==> src/rtl/tx_logic_pkg.sv <==
// Shared definitions for the router output stage: port indices, FSM encoding, field widths.
package tx_logic_pkg;

   localparam int unsigned DEST_BITS = 4;

   typedef logic [2:0] port_idx_t;

   localparam port_idx_t PORT_LOCAL = 3'd0;
   localparam port_idx_t PORT_NORTH = 3'd1;
   localparam port_idx_t PORT_EAST  = 3'd2;
   localparam port_idx_t PORT_SOUTH = 3'd3;
   localparam port_idx_t PORT_WEST  = 3'd4;

   typedef enum logic [1:0] {
      StIdle,
      StFetch,
      StRoute,
      StWaitAck
   } state_e;

endpackage

==> src/rtl/tx_logic_route_xy.sv <==
// Combinational XY (x first) route computation for a 2-D mesh; y grows southward.
module route_xy
   import tx_logic_pkg::*;
#(
   parameter int unsigned ID               = 0,
   parameter int unsigned COLS             = 4,
   parameter int unsigned ROWS             = 4,
   parameter int unsigned DESTINATION_BITS = DEST_BITS
) (
   input  logic [DESTINATION_BITS-1:0] dest_i,
   output port_idx_t                   port_o,
   output logic                        invalid_o
);

   localparam int unsigned X = ID % COLS;
   localparam int unsigned Y = ID / COLS;

   int unsigned d;
   int unsigned dx;
   int unsigned dy;

   always_comb begin
      d         = 32'(dest_i);
      dx        = d % COLS;
      dy        = d / COLS;
      invalid_o = (d >= ROWS * COLS);
      port_o    = PORT_LOCAL;
      if (dx != X) begin
         port_o = (dx > X) ? PORT_EAST : PORT_WEST;
      end else if (dy != Y) begin
         port_o = (dy > Y) ? PORT_SOUTH : PORT_NORTH;
      end
   end

endmodule

==> src/rtl/tx_logic.sv <==
// Router output stage: pops the node fifo, routes XY, and delivers over a two-phase req/ack.
// Optional macro TX_LOGIC_ACK_SYNC_EN adds a two-flop synchronizer on each tx_ack bit.
module tx_logic
   import tx_logic_pkg::*;
#(
   parameter int unsigned ID               = 0,
   parameter int unsigned SIZE             = 8,
   parameter int unsigned PORT_COUNT       = 5,
   parameter int unsigned DESTINATION_BITS = DEST_BITS,
   parameter int unsigned COLS             = 4,
   parameter int unsigned ROWS             = 4
) (
   input  logic                         clk,
   input  logic                         reset,
   input  logic                         fifo_empty,
   output logic                         fifo_read,
   input  logic [SIZE-1:0]              fifo_item_out,
   output logic [PORT_COUNT-1:0]        tx_req,
   input  logic [PORT_COUNT-1:0]        tx_ack,
   output logic [SIZE*PORT_COUNT-1:0]   tx_data,
   output logic                         drop
);

   state_e                             state_q, state_d;
   logic [SIZE-1:0]                    item_q, item_d;
   port_idx_t                          port_q, port_d;
   logic                               invalid_q, invalid_d;
   logic [PORT_COUNT-1:0]              tx_req_q, tx_req_d;
   logic [PORT_COUNT-1:0][SIZE-1:0]    tx_data_q, tx_data_d;
   logic [PORT_COUNT-1:0]              ack_cmp;
   port_idx_t                          route_port;
   logic                               route_invalid;

   route_xy #(
      .ID               (ID),
      .COLS             (COLS),
      .ROWS             (ROWS),
      .DESTINATION_BITS (DESTINATION_BITS)
   ) u_route_xy (
      .dest_i    (fifo_item_out[DESTINATION_BITS-1:0]),
      .port_o    (route_port),
      .invalid_o (route_invalid)
   );

`ifdef TX_LOGIC_ACK_SYNC_EN
   logic [PORT_COUNT-1:0] ack_meta_q;
   logic [PORT_COUNT-1:0] ack_sync_q;

   always_ff @(posedge clk) begin
      if (reset) begin
         ack_meta_q <= '0;
         ack_sync_q <= '0;
      end else begin
         ack_meta_q <= tx_ack;
         ack_sync_q <= ack_meta_q;
      end
   end

   assign ack_cmp = ack_sync_q;
`else
   assign ack_cmp = tx_ack;
`endif

   always_comb begin
      state_d   = state_q;
      item_d    = item_q;
      port_d    = port_q;
      invalid_d = invalid_q;
      tx_req_d  = tx_req_q;
      tx_data_d = tx_data_q;
      fifo_read = 1'b0;
      drop      = 1'b0;
      unique case (state_q)
         StIdle: begin
            if (!fifo_empty) begin
               fifo_read = 1'b1;
               state_d   = StFetch;
            end
         end
         StFetch: begin
            item_d    = fifo_item_out;
            port_d    = route_port;
            invalid_d = route_invalid;
            state_d   = StRoute;
         end
         StRoute: begin
            if (invalid_q) begin
               drop    = 1'b1;
               state_d = StIdle;
            end else begin
               tx_data_d[port_q] = item_q;
               tx_req_d[port_q]  = ~tx_req_q[port_q];
               state_d           = StWaitAck;
            end
         end
         StWaitAck: begin
            if (ack_cmp[port_q] == tx_req_q[port_q]) begin
               state_d = StIdle;
            end
         end
         default: state_d = StIdle;
      endcase
      // Strobes are combinational, so reset must mask them directly.
      if (reset) begin
         fifo_read = 1'b0;
         drop      = 1'b0;
      end
   end

   always_ff @(posedge clk) begin
      if (reset) begin
         state_q   <= StIdle;
         item_q    <= '0;
         port_q    <= PORT_LOCAL;
         invalid_q <= 1'b0;
         tx_req_q  <= '0;
         tx_data_q <= '0;
      end else begin
         state_q   <= state_d;
         item_q    <= item_d;
         port_q    <= port_d;
         invalid_q <= invalid_d;
         tx_req_q  <= tx_req_d;
         tx_data_q <= tx_data_d;
      end
   end

   assign tx_req  = tx_req_q;
   assign tx_data = tx_data_q;

endmodule

==> config.mk <==
export PLATFORM = sky130hd
export DESIGN_NAME = tx_logic
export DESIGN_NICKNAME = d
export VERILOG_FILES = /design/src/rtl/tx_logic_pkg.sv /design/src/rtl/tx_logic_route_xy.sv /design/src/rtl/tx_logic.sv
export SDC_FILE = /design/constraint.sdc
export NUM_CORES = 1
export LEC_CHECK = 0
export CAP_MARGIN = 20
export CORE_MARGIN = 1.5
export CORE_UTILIZATION = 40
export CTS_CLUSTER_DIAMETER = 50
export CTS_CLUSTER_SIZE = 30
export DETAILED_ROUTE_END_ITERATION = 10
export GPL_TIMING_DRIVEN = 0
export PLACE_DENSITY = 0.79
export REMOVE_ABC_BUFFERS = 1
export SLEW_MARGIN = 10
export SYNTH_ARGS = -nofsm -noshare
export SYNTH_HDL_FRONTEND = slang
export SYNTH_SLANG_ARGS = --single-unit
==> constraint.sdc <==
create_clock -name clk -period 1.8 [get_ports clk]
set_input_delay 0.36 -clock clk [delete_from_list [all_inputs] [get_ports clk]]
set_output_delay 0.36 -clock clk [all_outputs]
set_load 0.05 [all_outputs]
**After elaboration in Yosys (flattened, before gate mapping)**

Index checks and enable logic that the tools add are counted.

- Output and inout port bits: 47
- Register bits: 58
- Word-level logic and storage cells: 45
- Input bits: 16

- $lt $le $gt $ge: 4
- Equality and inequality tests: 6
- Mux-type cells: 20
- Reductions and logical operators: 5
- Bitwise gates (word level): 1

Operators with widths:

| cell | number |
|---|---|
| nonzero test 32 bit | 2 |
| bitwise mux 40 bit | 1 |
| demux 8 bit (select 3 bit) | 1 |
| two-way mux 3 bit | 3 |
| two-way mux 8 bit | 1 |
| case mux 2 bit (4 select lines) | 1 |
| binary-select mux 1 bit (select 3 bit) | 2 |
| two-way mux 1 bit | 6 |
| two-way mux 2 bit | 3 |
| bitwise mux 5 bit | 1 |
| equality test 2 bit (second input constant) | 2 |
| > comparator 2 x 1 -> 1 bit (second input constant) | 2 |
| < comparator 3 x 4 -> 1 bit (second input constant) | 1 |
| inequality test 2 bit (second input constant) | 2 |
| demux 1 bit (select 3 bit) | 1 |
| >= comparator 3 x 1 -> 1 bit (second input constant) | 1 |
| equality test 2 x 1 -> 1 bit (second input constant) | 1 |
| zero test 2 bit | 1 |
| AND reduction 2 bit | 1 |
| equality test 1 bit | 1 |
| logical AND 1 bit | 1 |
| NOT 1 bit | 1 |

**Depth between registers and ports, before layout**

- Depth in word-level cells: 5
- Gate-level depth with buffers: 7

**Hierarchy**

From an unflattened synthesis, not the netlist that was laid out.

- Cells, all modules: 248
- Area, all modules: 2294.7 um^2

By module, submodules not included:

| module | instances | cells each | area each (um^2) | sequential area each (um^2) |
|---|---|---|---|---|
| tx_logic | 1 | 241 | 2252.2 | 1181.1 |
| route_xy | 1 | 7 | 42.5 | 0.0 |

**Least setup slack after synthesis**

No wires, ideal clock.

- Path type: register to output
- Start point: reg state_q[0]
- End point: out fifo_read
- Path slack: -0.300 ns
- Arrival time: 1.740 ns
- Cell stages (with the launch flop): 4
- Buffers on the path: 0
- Required time: 1.440 ns
- Path through: dfxtp_1 -> inv_1 -> ha_1 -> nor3b_1

- Longest elaborated chain between the ends: 3

RTL lines:

| what | RTL line | text |
|---|---|---|
| from (decl) | tx_logic.sv:24 | `state_e state_q, state_d;` |
| from (signal assigned) | tx_logic.sv:112 | `state_q <= StIdle;` |
| from (signal assigned) | tx_logic.sv:119 | `state_q <= state_d;` |
| zero test 2 bit | tx_logic.sv:73 | `unique case (state_q)` |
| two-way mux 1 bit | tx_logic.sv:73 |  |
| two-way mux 1 bit | tx_logic.sv:104 | `if (reset) begin` |
| to (decl) | tx_logic.sv:16 | `output logic fifo_read,` |

Every way passes these cells.

**Worst setup path after layout**

Same ends and word-level chain as after synthesis.

==> results.sh <==
export IMPL_num_rows=26
export IMPL_power_frac_clock_pct=37.6
export IMPL_clock_sinks=57
export IMPL_cellLeakagePower_uw=0.00138
export IMPL_ys_ff_latch=57
export IMPL_antenna_found_initial=0
export IMPL_first_pass_iters=4
export IMPL_worstSetupEndpointType="output pin"
export IMPL_post_synth_instance_area_um2=2150
export IMPL_power_share_sequential_pct=41.8
export IMPL_cp_required_ns=1.44
export IMPL_period_needed_ns=1.78
export IMPL_cellPowerDensity_nw_per_um2=1190
export IMPL_switchingPower_uw=1060
export IMPL_power_share_combinational_pct=20.6
export IMPL_grt_overflow_total=0
export IMPL_grt_max_degree=45
export IMPL_dp_hpwl_um=3070
export IMPL_synth_edf_count=0
export IMPL_tritoncts="yes"
export IMPL_synth_cell_types=30
export IMPL_worstSetupPathType="flop to output pin"
export IMPL_route_met3_wl_um=264
export IMPL_layout_drive_gt1_share_pct=9.59
export IMPL_slew_headroom_pct=62.5
export IMPL_synth_area_leader_cell="dfxtp_1"
export IMPL_area_growth_pct=39.1
export IMPL_synthTopCellsByArea="dfxtp_1, mux2i_1, nand2_1, nor2_1, a21oi_1"
export IMPL_grt_use_total_pct=16.4
export IMPL_hold_depth=2
export IMPL_p_int_uw=2520
export IMPL_vias=1648
export IMPL_synth_top_cell_area_share_pct=53.0
export IMPL_grt_pass1_wl_um=7500
export IMPL_slew_violations=0
export IMPL_fin_tns_setup_ns=0
export IMPL_cts_buffer_depth=2
export IMPL_switching_share_pct=29.5
export IMPL_reg2reg_slack_ns=0.31
export IMPL_syn_area_per_cell_um2=9.53
export IMPL_io_pins=63
export IMPL_finalNetCount=308
export IMPL_r2r_start="state_q[0]"
export IMPL_hold_violations=0
export IMPL_chipWidth_um=76.4
export IMPL_synthTopCellsByCount="dfxtp_1, nand2_1, nor2_1"
export IMPL_finalClockSkew_ns=0.00671
export IMPL_h_tree_depth=3
export IMPL_placed_area_um2=2780
export IMPL_diodes=0
export IMPL_hold_class="input pin to flop"
export IMPL_synth_warnings=0
export IMPL_gp_congestion=0.847
export IMPL_chipHeight_um=76.4
export IMPL_holdPathEnd="tx_data[6]"
export IMPL_path_clk_slew_ns=0.07
export IMPL_max_vdd_ir_drop_uv=739
export IMPL_drt_iter0_drc=89
export IMPL_worstHoldStart="reset"
export IMPL_n_fill_cell=470
export IMPL_portBuffers=60
export IMPL_synth_cells=226
export IMPL_core_region_area_um2=5140
export IMPL_start_util_pct=41.9
export IMPL_arrival_ns=1.42
export IMPL_maxCapViolCount=0
export IMPL_viasPerCell=4.55
export IMPL_worst_slew_pin_slew_ns=0.563
export IMPL_seq_area_frac_synth_pct=53.0
export IMPL_status="finished clean"
export IMPL_drt_wirelength_per_cell_um=12.5
export IMPL_finalSetupViolCount=0
export IMPL_routed_wl_um=4510
export IMPL_cp_max_fo=4
export IMPL_max_freq_mhz=563
export IMPL_wirelength_met1_um=2080
export IMPL_holdWs_ns=0.397
export IMPL_synthArstFlopShare_pct=0
export IMPL_wl_met2_um=2100
export IMPL_synth_most_common_cell="dfxtp_1"
export IMPL_min_period_over_period_pct=98.7
export IMPL_die_area_um2=5840
export IMPL_antenna_left=0
export IMPL_insertion_delay_ns=0.33
export IMPL_startpoint_type="flop"
export IMPL_r2r_cells=6
export IMPL_cts_root_buf="clkbuf_8"
export IMPL_drc=0
export IMPL_grt_pass1_vias=1590
export IMPL_cts_buffers=9
export IMPL_r2r_end="tx_data[1]"
export IMPL_fin_area_um2=3000
export IMPL_highest_layer="met4"
export IMPL_ys_flop_type="dfxtp_1"
## critical path, cell delays in order (launching register included)
cell and delay [ns]:
dfxtp_2 0.34, inv_1 0.10, ha_1 0.20, nor3b_2 0.22, buf_4 0.23
## cells in the final DEF, fill, tap and decap left out, types with 2 or more instances in the layout
cell type        instances
buf_12                   2
or2b_1                   2
dfxtp_1                 56
xnor2_1                  3
nor2b_1                  9
xor2_1                   5
o22ai_1                  2
ha_1                     5
nor3_1                   2
buf_4                    3
clkbuf_8                10
nand2_1                 35
a21oi_1                 17
nor2_1                  33
mux2i_1                 25
bufinv_16                2
clkdlybuf4s50_1         13
dlygate4sd2_1           45
inv_1                    3
## what timing repair did
item                       in CTS  in global routing
setup endpoints to repair      55                 19
gates cloned                    0                  0
hold buffers                    0                  0
gates resized for setup        53                  2
setup buffers                   0                  3
## worst max path at each step
| stage | depth (start not counted) | to | startpoint |
|---|---|---|---|
| after CTS | 5 | tx_data[1] | state_q[0] |
| after floorplan | 3 | fifo_read | state_q[0] |
| after detailed placement | 3 | fifo_read | fifo_empty |
| after global placement | 3 | fifo_read | reset |
| after global routing | 4 | fifo_read | state_q[1] |
| final | 4 | fifo_read | state_q[0] |
## power groups by stage
stage	combinational, uW	sequential (uW)	clock [uW]
2_1_floorplan	439	1560	0
3_3_place_gp	687	1510	0
3_5_place_dp	703	1520	0
4_1_cts	697	1490	1380
5_1_grt	802	1510	1440
6_report	735	1490	1340
## per-layer routing
layer	track usage, %	up-vias
li1	-	856
met1	19.1	747
met2	26.4	39
met3	5.39	6
met4	9.44	0
met5	0	-
## registers in the layout (all words and copies together), names as in the netlist
register  cells
tx_req        5
state_q       2
item_q        8
tx_data      40
port_q        2
## logic make-up (layout without fill, tap and decap cells)
family | after synthesis | after routing | share of synthesized area [%]
simple gates | 90 | 90 | 18.6
flops | 57 | 57 | 53.0
mux | 25 | 25 | 11.6
compound gates | 23 | 23 | 6.39
buf+inv | 17 | 83 | 4.07
xor+xnor | 8 | 8 | 3.25
fa+ha+maj | 5 | 5 | 2.90
other cells | 1 | 1 | 0.174
## area by class of cell
cell class                 instances  area, um^2  share of cell area [%]
tap                               70        87.6                    2.92
inverter                           3        11.3                   0.376
timing repair buffer              64         592                    19.7
clock inverter                     6        90.1                    3.01
multi-input combinational        152         937                    31.3
clock buffer                      10         138                    4.59
sequential                        57        1140                    38.1
## per-stage QoR
stage / total power, uW / instances / setup WS [ns] / util, %
finish: 3570 / 362 / 0.0242 / 58.3
global route: 3760 / 362 / -0.0894 / 58.3
CTS: 3570 / 359 / 0.00226 / 57.5
detailed placement: 2220 / 343 / -0.397 / 54.1
global placement: 2200 / 342 / -1.83 / 53.8
floorplan: 2000 / 212 / -0.300 / -
No activity file was read; power rests on OpenSTA's default activity.
